<file path="src/rtl/gcl_gate_ctrl.sv">
// gcl_gate_ctrl
//   Time-aware gate controller. Steps through a programmable gate control
//   list (GCL); each entry holds an 8-bit gate-open mask and a duration in
//   clock cycles. The applied mask is ANDed with the queue non-empty flags
//   to form the per-queue valid vector for the downstream scheduler.
//
// Ports
//   clk                  system clock
//   rst_n                asynchronous active-low reset
//   in_gcl_wr_en         write strobe for one GCL entry
//   in_gcl_wr_addr       entry index to write
//   in_gcl_wr_gate       gate-open mask for the entry (bit i = queue i)
//   in_gcl_wr_dur        entry duration in cycles (0 behaves as 1)
//   in_gcl_last_idx      index of last active entry; list wraps after it
//   in_gcl_test_start    level: high = run the list, low = stop
//   in_gcl_queue_nempty  per-queue non-empty flags
//   out_gcl_valid        per-queue valid to the scheduler
//   out_gcl_gate_state   currently applied gate mask
//   out_gcl_entry_idx    currently applied entry index
//   out_gcl_cycle_start  one-cycle pulse each time entry 0 is applied
module gcl_gate_ctrl #(
   parameter int unsigned DEPTH = 16,
   parameter int unsigned AW    = 4,
   parameter int unsigned DW    = 16
) (
   input  logic          clk,
   input  logic          rst_n,
   input  logic          in_gcl_wr_en,
   input  logic [AW-1:0] in_gcl_wr_addr,
   input  logic [7:0]    in_gcl_wr_gate,
   input  logic [DW-1:0] in_gcl_wr_dur,
   input  logic [AW-1:0] in_gcl_last_idx,
   input  logic          in_gcl_test_start,
   input  logic [7:0]    in_gcl_queue_nempty,
   output logic [7:0]    out_gcl_valid,
   output logic [7:0]    out_gcl_gate_state,
   output logic [AW-1:0] out_gcl_entry_idx,
   output logic          out_gcl_cycle_start
);

   typedef enum logic {
      ST_IDLE,
      ST_RUN
   } state_t;

   state_t        r_state, w_state_nxt;
   logic [7:0]    r_gate [DEPTH];
   logic [DW-1:0] r_dur  [DEPTH];
   logic [7:0]    r_gate_state, w_gate_state_nxt;
   logic [AW-1:0] r_idx, w_idx_nxt;
   logic [DW-1:0] r_rem, w_rem_nxt;
   logic          r_cstart, w_cstart_nxt;
   logic          w_load;
   logic [AW-1:0] w_load_idx;
   logic [DW-1:0] w_load_dur;

   // GCL storage. Loads read the pre-edge contents, so a write to the entry
   // being loaded on the same edge only shows up on its next load.
   always_ff @(posedge clk or negedge rst_n) begin
      if (!rst_n) begin
         for (int unsigned i = 0; i < DEPTH; i++) begin
            r_gate[i] <= '0;
            r_dur[i]  <= DW'(1);
         end
      end else if (in_gcl_wr_en) begin
         r_gate[in_gcl_wr_addr] <= in_gcl_wr_gate;
         r_dur[in_gcl_wr_addr]  <= in_gcl_wr_dur;
      end
   end

   always_ff @(posedge clk or negedge rst_n) begin
      if (!rst_n) begin
         r_state      <= ST_IDLE;
         r_gate_state <= '0;
         r_idx        <= '0;
         r_rem        <= '0;
         r_cstart     <= 1'b0;
      end else begin
         r_state      <= w_state_nxt;
         r_gate_state <= w_gate_state_nxt;
         r_idx        <= w_idx_nxt;
         r_rem        <= w_rem_nxt;
         r_cstart     <= w_cstart_nxt;
      end
   end

   always_comb begin
      w_state_nxt      = r_state;
      w_gate_state_nxt = r_gate_state;
      w_idx_nxt        = r_idx;
      w_rem_nxt        = r_rem;
      w_cstart_nxt     = 1'b0;
      w_load           = 1'b0;
      w_load_idx       = '0;
      w_load_dur       = '0;

      case (r_state)
         ST_IDLE: begin
            if (in_gcl_test_start) begin
               w_state_nxt = ST_RUN;
               w_load      = 1'b1;
            end
         end
         ST_RUN: begin
            // Stop wins over advancing to the next entry.
            if (!in_gcl_test_start) begin
               w_state_nxt      = ST_IDLE;
               w_gate_state_nxt = '0;
               w_idx_nxt        = '0;
               w_rem_nxt        = '0;
            end else if (r_rem == DW'(1)) begin
               w_load     = 1'b1;
               w_load_idx = (r_idx >= in_gcl_last_idx) ? '0 : r_idx + AW'(1);
            end else begin
               w_rem_nxt = r_rem - DW'(1);
            end
         end
         default: w_state_nxt = ST_IDLE;
      endcase

      if (w_load) begin
         w_load_dur       = r_dur[w_load_idx];
         w_idx_nxt        = w_load_idx;
         w_gate_state_nxt = r_gate[w_load_idx];
         w_rem_nxt        = (w_load_dur == '0) ? DW'(1) : w_load_dur;
         w_cstart_nxt     = (w_load_idx == '0);
      end
   end

   // Gate state is held at zero while idle, so valid is zero there too.
   assign out_gcl_valid       = r_gate_state & in_gcl_queue_nempty;
   assign out_gcl_gate_state  = r_gate_state;
   assign out_gcl_entry_idx   = r_idx;
   assign out_gcl_cycle_start = r_cstart;

endmodule

</file>
<file path="config.mk">
export PLATFORM = sky130hd
export DESIGN_NAME = gcl_gate_ctrl
export DESIGN_NICKNAME = d
export VERILOG_FILES = /design/src/rtl/gcl_gate_ctrl.sv
export SDC_FILE = /design/constraint.sdc
export NUM_CORES = 1
export LEC_CHECK = 0
export CORE_ASPECT_RATIO = 0.7
export CORE_MARGIN = 2
export CORE_UTILIZATION = 66
export CTS_CLUSTER_SIZE = 20
export DETAILED_ROUTE_END_ITERATION = 10
export PLACE_DENSITY = 0.85
export SYNTH_ARGS = -nofsm -noshare
export SYNTH_HDL_FRONTEND = slang
export SYNTH_SLANG_ARGS = --single-unit
</file>
<file path="constraint.sdc">
create_clock -name clk -period 9.55 [get_ports clk]
set_clock_uncertainty 0.2 [all_clocks]
set_input_delay 2.3875 -clock clk [delete_from_list [all_inputs] [get_ports clk]]
set_output_delay 2.3875 -clock clk [all_outputs]
set_load 0.02 [all_outputs]
</file>
==> results.md, run 1 <==
- Worst hold margin: 299 ps
- Setup TNS: 0 ps
- H-Tree Depth: 2
- Asr flop ratio synth: 1.00
- Mean routed wirelength per cell: 27.2 um
- Final setup vio count: 0
- Commonest non-fill, non-tap cells in the layout: mux2_2, dfrtp_1, nand2_1, clkdlybuf4s50_1, nor2_1
- Drt drc: 0
- Hold Path Class: register to register
- Ports: 65
- Flop-to-flop setup slack: 4440 ps
- Crit path DAT: 6460 ps
- CTS sink count: 414
- Crit path launch type: primary input
- EDFF count, synth: 0
- Pre-CTS setup slack: 2890 ps
- Register area share after synthesis: 0.524
- Reg2reg start: out_gcl_entry_idx[0]
- Row count: 53
- Cell count after synthesis: 1541
- Hold Buf Count CTS: 0
- Layout Cells excl Fill: 1955
- Fill cell count: 1856
- Net count reported at finish: 1594
- Slew at the pin with the worst max-slew slack: 1250 ps
- Tmin final: 6260 ps
- Core area: 29800 um^2
- Cell variety after synth: 71
- Leakage: 9.04 nW
- Clock transition at path regs: 60 ps
- Max-Slew Margin vs Limit: 0.163
- Outcome: finished clean
- Post-DP HPWL: 31.6 mm
- Die area: 31500 um^2
- P&R area growth vs syn: 11.0%
- Initial antenna violation count: 1
- CTS tree: built
- VDD IR-drop max: 170 uV
- Post-cts sizing count: 0
- Initial cell density of the core: 0.666
- Buffers on Ports: 64
- Post-Syn Area per Cell: 12.9 um^2
- Largest net degree at the start of global routing: 188
- Hold_sp: r_dur[70]
- Total global-route track usage: 0.349
- Clk buf depth: 3
- Placed Cells: 1886
- Power Dens Cells: 226 nW/um^2
- DP Area: 20700 um^2
- Routed vias/inst: 6.94
- Setup bufs post-CTS: 0
- Final Hold Violating Endpoints: 0
- Crit share post-route: 0.655
- Most common cell after layout, fill and taps aside: mux2_2
- Share of post-route cells with drive strength above 1: 0.362
- Syn nets: 1592
- Clk root buf: clkbuf_16
- Yosys warning total: 0
- Post-DRT Antenna Nets: 0
- Clk Latency, worst-skew pair: 550 ps
- Final RePlAce weighted congestion: 0.957
- Worst hold path depth: 1
- Peak Freq: 160 MHz
- Ant diodes: 0
- DR vias: 13600
- Die Ht: 149 um
- Vias in the first global route: 13900
- Yosys reg bits: 414
- Main synth FF type: dfrtp_1
- Final WL: 53.3 mm
- Design area: 22000 um^2
- First-pass GRT wire length: 82.6 mm
- Worst setup EP type: register
- Max-Cap Viols: 0
- First DRT Iteration DRCs: 1474
- CTS Buf Count: 40
- Critical path required time: 9760 ps
- DRT Pass-1 Iters: 5
- Crit Path Category: primary input to register
- Remaining Overflow, GRT: 0
- Reg2reg path depth: 10
- Unrepaired setup endpoints after global routing: no
- Max Slew Vio Count: 0
- CP max FO: 23
- Mapped Area: 19800 um^2
- Worst setup margin: 3290 ps
- Hold Path End: r_dur[70]
- RR Endpoint: r_rem[8]
- Die X: 211 um
==> stage by stage <==
step	utilization	power, W
floorplan	-	0.00307
global placement	0.696	0.00331
detailed placement	0.696	0.00339
CTS	0.739	0.00496
global route	0.739	0.00517
finish	0.739	0.00497
==> registers in the layout, summed over array words and instances (netlist names) <==
register,cells
out_gcl_cycle_start,1
r_dur,256
r_state,1
out_gcl_entry_idx,4
r_gate,128
r_rem,16
out_gcl_gate_state,8
==> worst max-delay path by stage <==
stage	startpoint	to	depth (start not counted)
2_1_floorplan	in_gcl_queue_nempty[0]	out_gcl_valid[0]	1
3_5_place_dp	in_gcl_test_start	out_gcl_gate_state[3]	9
3_3_place_gp	in_gcl_test_start	out_gcl_gate_state[3]	9
5_1_grt	in_gcl_test_start	out_gcl_gate_state[6]	9
4_1_cts	in_gcl_queue_nempty[4]	out_gcl_valid[4]	3
6_report	in_gcl_test_start	out_gcl_gate_state[6]	9
==> logic make-up after synthesis <==
| kind of cell | after synthesis | synth area share |
|---|---|---|
| flip-flops | 414 | 0.524 |
| adder cells (fa/ha/maj) | 7 | 0.00442 |
| multiplexers | 475 | 0.285 |
| AND/OR/NAND/NOR | 253 | 0.0646 |
| XOR/XNOR | 15 | 0.00663 |
| buffers and inverters | 140 | 0.0289 |
| AO/OA/AOI/OAI | 237 | 0.0868 |
==> final cells by class <==
| class | instances | area [um^2] | share of cell area |
|---|---|---|---|
| clock inverter | 14 | 138 | 0.00626 |
| tap | 385 | 482 | 0.0219 |
| multi-input combinational | 987 | 8960 | 0.407 |
| inverter | 10 | 37.5 | 0.00171 |
| clock buffer | 55 | 1150 | 0.0522 |
| timing repair buffer | 90 | 853 | 0.0388 |
| sequential | 414 | 10400 | 0.472 |
==> per-layer routing <==
metal / GRT usage / share of wire
met2: 0.503 / 0.44
met3: 0.129 / 0.12
met5: 0 / 0.00024
met4: 0.117 / 0.030
met1: 0.495 / 0.41
==> cell usage after synthesis, drive strengths merged (13+ instances only) <==
| cell | n | area share |
|---|---|---|
| a211oi | 29 | 0.011 |
| a21oi | 22 | 0.0056 |
| a221oi | 14 | 0.0062 |
| buf | 29 | 0.0079 |
| clkbuf | 101 | 0.019 |
| dfrtp | 398 | 0.50 |
| dfstp | 16 | 0.021 |
| mux2 | 399 | 0.23 |
| mux2i | 44 | 0.022 |
| mux4 | 32 | 0.036 |
| nand2 | 81 | 0.015 |
| nand3 | 19 | 0.0048 |
| nor2 | 58 | 0.011 |
| nor2b | 20 | 0.0063 |
| nor4 | 16 | 0.0066 |
| o211ai | 13 | 0.0049 |
| o21ai | 52 | 0.013 |
==> where the power goes <==
part | internal (W) | leakage (nW) | switching [W]
clock | 0.000897 | 0.637 | 0.000677
combinational | 0.000530 | 3.33 | 0.000454
sequential | 0.00217 | 5.08 | 0.000242
total | 0.00359 | 9.04 | 0.00137
==> worst max-delay path, cell delays in order <==
cell,delay [ps]
clkdlybuf4s50_1,1010
and4b_1,320
nand4_1,570
nor3_1,780
nand2_1,540
a221oi_1,480
nor3_1,90
a31oi_1,190
o21ai_1,70
(Power assumes the default switching activity.)
==> run 2: changes to the inputs <==
--- a/config.mk
+++ b/config.mk
@@ -7,10 +7,10 @@
 export LEC_CHECK = 0
 export CORE_ASPECT_RATIO = 0.7
 export CORE_MARGIN = 2
-export CORE_UTILIZATION = 66
+export CORE_UTILIZATION = 62
 export CTS_CLUSTER_SIZE = 20
 export DETAILED_ROUTE_END_ITERATION = 10
-export PLACE_DENSITY = 0.85
+export PLACE_DENSITY = 0.8
 export SYNTH_ARGS = -nofsm -noshare
 export SYNTH_HDL_FRONTEND = slang
 export SYNTH_SLANG_ARGS = --single-unit
==> constraint.sdc (replaced) <==
create_clock -name clk -period 6 [get_ports clk]
set_clock_uncertainty 0.2 [all_clocks]
set_input_delay 1.5 -clock clk [delete_from_list [all_inputs] [get_ports clk]]
set_output_delay 1.5 -clock clk [all_outputs]
set_load 0.02 [all_outputs]
==> run 2 against run 1 <==
Hold slack barely moved; routed wire length rose by 0.86%; global-route usage fell by 1.9 points; non-clock buffer count rose by 8; die area rose by 6.3%; critical path type unchanged.
==> results.md, run 2 (synthesis gave the netlist of run 1 again) <==
- Max-Slew Margin vs Limit: 0.140 (-0.0228)
- CTS Buf Count: 40 (unchanged)
- Reg2reg path depth: 11 (+1)
- Total global-route track usage: 0.331 (-0.0186)
- Flop-to-flop setup slack: 1530 ps (-2910 ps)
- Core area: 31300 um^2 (+5.1%)
- Fill cell count: 2115 (+14%)
- Most common cell after layout, fill and taps aside: mux2_2
- Max-Cap Viols: 0 (unchanged)
- Crit path launch type: primary input
- Net count reported at finish: 1602 (+0.50%)
- Post-cts sizing count: 0 (unchanged)
- Max reg flops: 256 (unchanged)
- Hold_sp: r_gate[120]
- Slew at the pin with the worst max-slew slack: 1290 ps (+34.2 ps)
- Post-DRT Antenna Nets: 0 (unchanged)
- Clk Latency, worst-skew pair: 550 ps (about the same)
- Largest net degree at the start of global routing: 132 (-30%)
- CP max FO: 16 (-30%)
- Initial cell density of the core: 0.634 (-0.0321)
- Clock transition at path regs: 70 ps (about the same)
- Ports: 65 (unchanged)
- Clk root buf: clkbuf_16
- FF/Latch Area: 10400 um^2 (unchanged)
- Slowest CP cell: nor2_1
- Power Dens Cells: 362 nW/um^2 (+60%)
- First DRT Iteration DRCs: 1546 (+4.9%)
- CTS tree: built
- Vias in the first global route: 13600 (-1.8%)
- Commonest non-fill, non-tap cells in the layout: mux2_2, dfrtp_1, nand2_1, clkdlybuf4s50_1, nor2_1
- Clk buf depth: 3 (unchanged)
- Worst setup margin: 1160 ps (-2130 ps)
- Multi-input logic area: 8960 um^2 (unchanged)
- Mean routed wirelength per cell: 26.8 um (-1.5%)
- Reg2reg start: out_gcl_entry_idx[0]
- Buffers on Ports: 64 (unchanged)
- Crit path DAT: 5100 ps (-1360 ps)
- RR Endpoint: out_gcl_gate_state[5]
- Largest registers: r_dur x256, r_gate x128, r_rem x16
- Unrepaired setup endpoints after global routing: no
- Hold Buf Count CTS: 0 (unchanged)
- Die X: 218 um (+3.1%)
- Post-DP HPWL: 32.6 mm (+3.0%)
- Die Ht: 154 um (+3.1%)
- Tmin final: 4840 ps
- Largest Register: r_dur
- DR vias: 13600 (+0.13%)
- Setup TNS: 0 ps (unchanged)
- VDD IR-drop max: 287 uV (+69%)
- Outcome: finished clean
- Placed Cells: 1929 (+2.3%)
- Crit share post-route: 0.807
- DRT Pass-1 Iters: 6 (+1)
- Layout Cells excl Fill: 2002 (+2.4%)
- Hold Path Class: register to register
- CTS sink count: 414 (unchanged)
- Worst hold path depth: 1 (unchanged)
- Critical path required time: 6260 ps (-3500 ps)
- Share of post-route cells with drive strength above 1: 0.365 (+0.00318)
- Final setup vio count: 0 (unchanged)
- Row count: 54 (+1.9%)
- Worst setup EP type: register
- Max incr delay on CP: 880 ps (-130 ps)
- Final RePlAce weighted congestion: 0.940 (-1.8%)
- Remaining Overflow, GRT: 0 (unchanged)
- Peak Freq: 207 MHz
- Initial antenna violation count: 3 (+2)
- Setup bufs post-CTS: 0 (unchanged)
- Hold Path End: r_gate[120]
- H-Tree Depth: 2 (unchanged)
- Crit Path Category: primary input to register
- Final WL: 53.7 mm (+0.86%)
- Worst-path cell chain: clkdlybuf4s50_1, inv_1, ha_1, o211ai_1, nor2_1, or3_1, o21ai_1, nor4_1, nand3_1, o31ai_2
- Leakage: 9.13 nW (+1.0%)
- Die area: 33400 um^2 (+6.3%)
- Routed vias/inst: 6.79 (-2.2%)
- Max Slew Vio Count: 0 (unchanged)
- First-pass GRT wire length: 83.6 mm (+1.1%)
- P&R area growth vs syn: 12.1%
- Final Hold Violating Endpoints: 0 (unchanged)
- Pre-CTS setup slack: 710 ps (-2180 ps)
- Drt drc: 0 (unchanged)
[run 2: cell count changes in the layout (fill, tap and decap cells not counted)]
| cell | change |
|---|---|
| buf_4 | +5 |
| o21ai_1 | -1 |
| clkbuf_8 | +1 |
| buf_12 | +3 |
| bufinv_16 | +3 |
| clkbuf_1 | +2 |
| diode_2 | +1 |
| o21ai_0 | +1 |
| clkinv_2 | -1 |
| clkinv_4 | -2 |
[run 2: routing by layer]
layer / global-route usage / share of wire
met5: 0 / 0.00054
met4: 0.0826 / 0.020
met3: 0.0932 / 0.11
met2: 0.464 / 0.42
met1: 0.509 / 0.45
[run 2: worst max-delay path by stage]
| stage | to | slack (ps) | start | cells past startpoint |
|---|---|---|---|---|
| 2_1_floorplan | out_gcl_gate_state[3] | 1510 | out_gcl_entry_idx[0] | 15 |
| 3_3_place_gp | r_rem[0] | 830 | in_gcl_last_idx[1] | 11 |
| 3_5_place_dp | out_gcl_gate_state[5] | 710 | in_gcl_last_idx[1] | 12 |
| 4_1_cts | r_rem[0] | 1240 | in_gcl_last_idx[3] | 10 |
| 5_1_grt | out_gcl_gate_state[5] | 770 | in_gcl_last_idx[1] | 12 |
| 6_report | r_rem[0] | 1160 | in_gcl_last_idx[3] | 10 |
[run 2: power breakdown]
part	switching [W]	total (W)	internal, W	leakage (nW)
Combinational	0.000704	0.00155	0.000847	3.38
Clock	0.00109	0.00266	0.00157	0.677
Sequential	0.000386	0.00384	0.00345	5.08
[run 2: area by class of cell]
| type | count | share of cell area |
|---|---|---|
| inverter | 10 | 0.00169 |
| timing repair buffer | 98 | 0.0428 |
| tap | 420 | 0.0236 |
| sequential | 414 | 0.467 |
| clock inverter | 14 | 0.00923 |
| multi-input combinational | 987 | 0.403 |
| clock buffer | 58 | 0.0526 |
| antenna | 1 | 0.000113 |
[run 2: worst max-delay path: cells and delay by family]
family | cells | cell delay [ps]
simple gates | 4 | 2170
buf+inv | 2 | 500
compound gates | 3 | 620
fa+ha+maj | 1 | 290
[run 2: per-stage QoR]
step           utilization  power (W)  hold slack [ps]  instance area [um^2]
2_1_floorplan            -    0.00489              271                 19800
6_report             0.711    0.00804              300                 22200
5_1_grt              0.711    0.00838              309                 22200
3_5_place_dp         0.667    0.00538              287                 20900
4_1_cts              0.711    0.00804              301                 22200
3_3_place_gp         0.667    0.00528              281                 20900
==> run 3: changes to the inputs <==
==> constraint.sdc (replaced) <==
create_clock -name clk -period 5 [get_ports clk]
set_clock_uncertainty 0.2 [all_clocks]
set_input_delay 1.25 -clock clk [delete_from_list [all_inputs] [get_ports clk]]
set_output_delay 1.25 -clock clk [all_outputs]
set_load 0.02 [all_outputs]
==> run 3 against run 2 <==
Hold slack better by 1.4 ps; routed wire length grew 1.3%; non-clock buffer count increased by 18; critical endpoint is now r_rem[8]; largest cell class unchanged.
==> results.md, run 3 (synthesis gave the netlist of run 1 again) <==
- Outcome: finished clean
- Post-DP HPWL: 33.8 mm (+3.9%)
- Power Dens Cells: 431 nW/um^2 (+19%)
- Hold Buf Count CTS: 0 (unchanged)
- CTS sink count: 414 (unchanged)
- Post-DRT Antenna Nets: 0 (unchanged)
- CTS Buf Count: 40 (unchanged)
- Slew at the pin with the worst max-slew slack: 1020 ps (-270 ps)
- Largest registers: r_dur x256, r_gate x128, r_rem x16
- Max reg flops: 256 (unchanged)
- Ports: 65 (unchanged)
- Leakage: 9.21 nW (+0.90%)
- Max Slew Vio Count: 0 (unchanged)
- Fill cell count: 2093 (-1.0%)
- Crit share post-route: 0.874
- Final Hold Violating Endpoints: 0 (unchanged)
- Max-Cap Viols: 0 (unchanged)
- Worst setup margin: 632 ps (-527 ps)
- Die Ht: 154 um (unchanged)
- Crit path DAT: 4630 ps (-470 ps)
- Unrepaired setup endpoints after global routing: no
- Vias in the first global route: 13900 (+2.2%)
- Drt drc: 0 (unchanged)
- Core area: 31300 um^2 (unchanged)
- Setup bufs post-CTS: 0 (unchanged)
- P&R area growth vs syn: 12.9%
- Share of post-route cells with drive strength above 1: 0.373 (+0.00769)
- Layout Cells excl Fill: 2015 (+0.65%)
- Worst hold margin: 301 ps (+1.39 ps)
- Setup TNS: 0 ps (unchanged)
- Initial antenna violation count: 1 (-2)
- Net count reported at finish: 1620 (+1.1%)
- Clock transition at path regs: 60 ps (about the same)
- Crit Path Category: primary input to register
- Initial cell density of the core: 0.634 (unchanged)
- Tmin final: 4370 ps
- Clk buf depth: 3 (unchanged)
- Total global-route track usage: 0.332 (+0.000965)
- Final RePlAce weighted congestion: 0.950 (+1.1%)
- Buffers on Ports: 64 (unchanged)
- Post-cts sizing count: 0 (unchanged)
- Commonest non-fill, non-tap cells in the layout: mux2_2, dfrtp_1, nand2_1, clkdlybuf4s50_1, nor2_1
- First DRT Iteration DRCs: 1483 (-4.1%)
- Worst setup EP type: register
- Peak Freq: 229 MHz
- Hold Path Class: register to register
- Crit path launch type: primary input
- DR vias: 13700 (+0.71%)
- Routed vias/inst: 6.79 (about the same)
- First-pass GRT wire length: 83.9 mm (+0.45%)
- Clk Latency, worst-skew pair: 560 ps (about the same)
- DRT Pass-1 Iters: 7 (+1)
- Mean routed wirelength per cell: 27.0 um (+0.63%)
- Final WL: 54.4 mm (+1.3%)
- CTS tree: built
- Placed Cells: 1947 (+0.93%)
- H-Tree Depth: 2 (unchanged)
- VDD IR-drop max: 344 uV (+20%)
- Final setup vio count: 0 (unchanged)
- Die X: 218 um (unchanged)
- Clk root buf: clkbuf_16
- Remaining Overflow, GRT: 0 (unchanged)
- Most common cell after layout, fill and taps aside: mux2_2
- Die area: 33400 um^2 (unchanged)
- CP max FO: 9 (-7)
- Pre-CTS setup slack: 196 ps (-514 ps)
- Total Power: 0.00963 W (+20%)
- Largest Register: r_dur
- Max-Slew Margin vs Limit: 0.320 (+0.180)
- Largest net degree at the start of global routing: 107 (-19%)
- Critical path required time: 5260 ps (-1000 ps)
- Row count: 54 (unchanged)
==> run 3: cell count changes in the layout (fill, tap and decap cells not counted) <==
| cell | before | now |
|---|---|---|
| buf_4 | 30 | 44 |
| buf_12 | 4 | 8 |
| clkbuf_1 | 9 | 5 |
| clkbuf_16 | 41 | 40 |
| clkbuf_8 | 8 | 7 |
| clkinv_2 | 6 | 7 |
| clkinv_8 | 0 | 1 |
| inv_6 | 2 | 1 |
==> run 3: layout make-up <==
type                            count  area [um^2]  share of cell area
Antenna cell                        1         2.50            0.000112
Timing Repair Buffer              116         1140              0.0508
Sequential cell                   414        10400               0.464
Clock inverter                     15          218             0.00973
Multi-Input combinational cell    987         8960               0.400
Tap cell                          420          526              0.0235
Inverter                           10         37.5             0.00168
Clock buffer                       52         1120              0.0499
==> run 3: path summary, 6_finish.rpt <==
check                                     start         end  slack (ps)  depth (start not counted)
max                          in_gcl_last_idx[1]    r_rem[8]         630                         13
min in group asynchronous                 rst_n  r_gate[24]         540                          1
min reg2reg                          r_gate[59]  r_gate[59]         300                          1
max in group asynchronous                 rst_n  r_gate[14]        2860                          2
max reg2reg                out_gcl_entry_idx[0]    r_rem[8]         930                         12
min                                  r_gate[59]  r_gate[59]         300                          1
==> run 3: routing by layer <==
layer / up-vias / routed length, um / track usage
li1: 5782 / - / -
met1: 7119 / 23600 / 0.487
met2: 668 / 23400 / 0.471
met3: 119 / 6110 / 0.115
met4: 0 / 1340 / 0.0920
met5: - / 0 / 0
==> run 3: critical path: stages <==
cell and delay, ps:
clkdlybuf4s50_1 450, inv_1 40, ha_1 200, nor3b_1 530, nor2_1 290, buf_4 250
nor4_2 560, buf_4 290, a22oi_1 90, o21ai_1 200, mux2i_1 120, or2_2 280
o211ai_1 80
==> run 3: stage by stage <==
step	cell area [um^2]	utilization
after floorplan	19800	-
after global placement	21000	0.673
after detailed placement	21000	0.673
after CTS	22400	0.715
after global routing	22400	0.715
final	22400	0.715
==> run 3: where the power goes <==
part	switching (W)	leakage (nW)	total (W)	internal [W]
clock network	0.00130	0.659	0.00313	0.00183
registers	0.000465	5.08	0.00460	0.00414
logic	0.000874	3.48	0.00190	0.00103
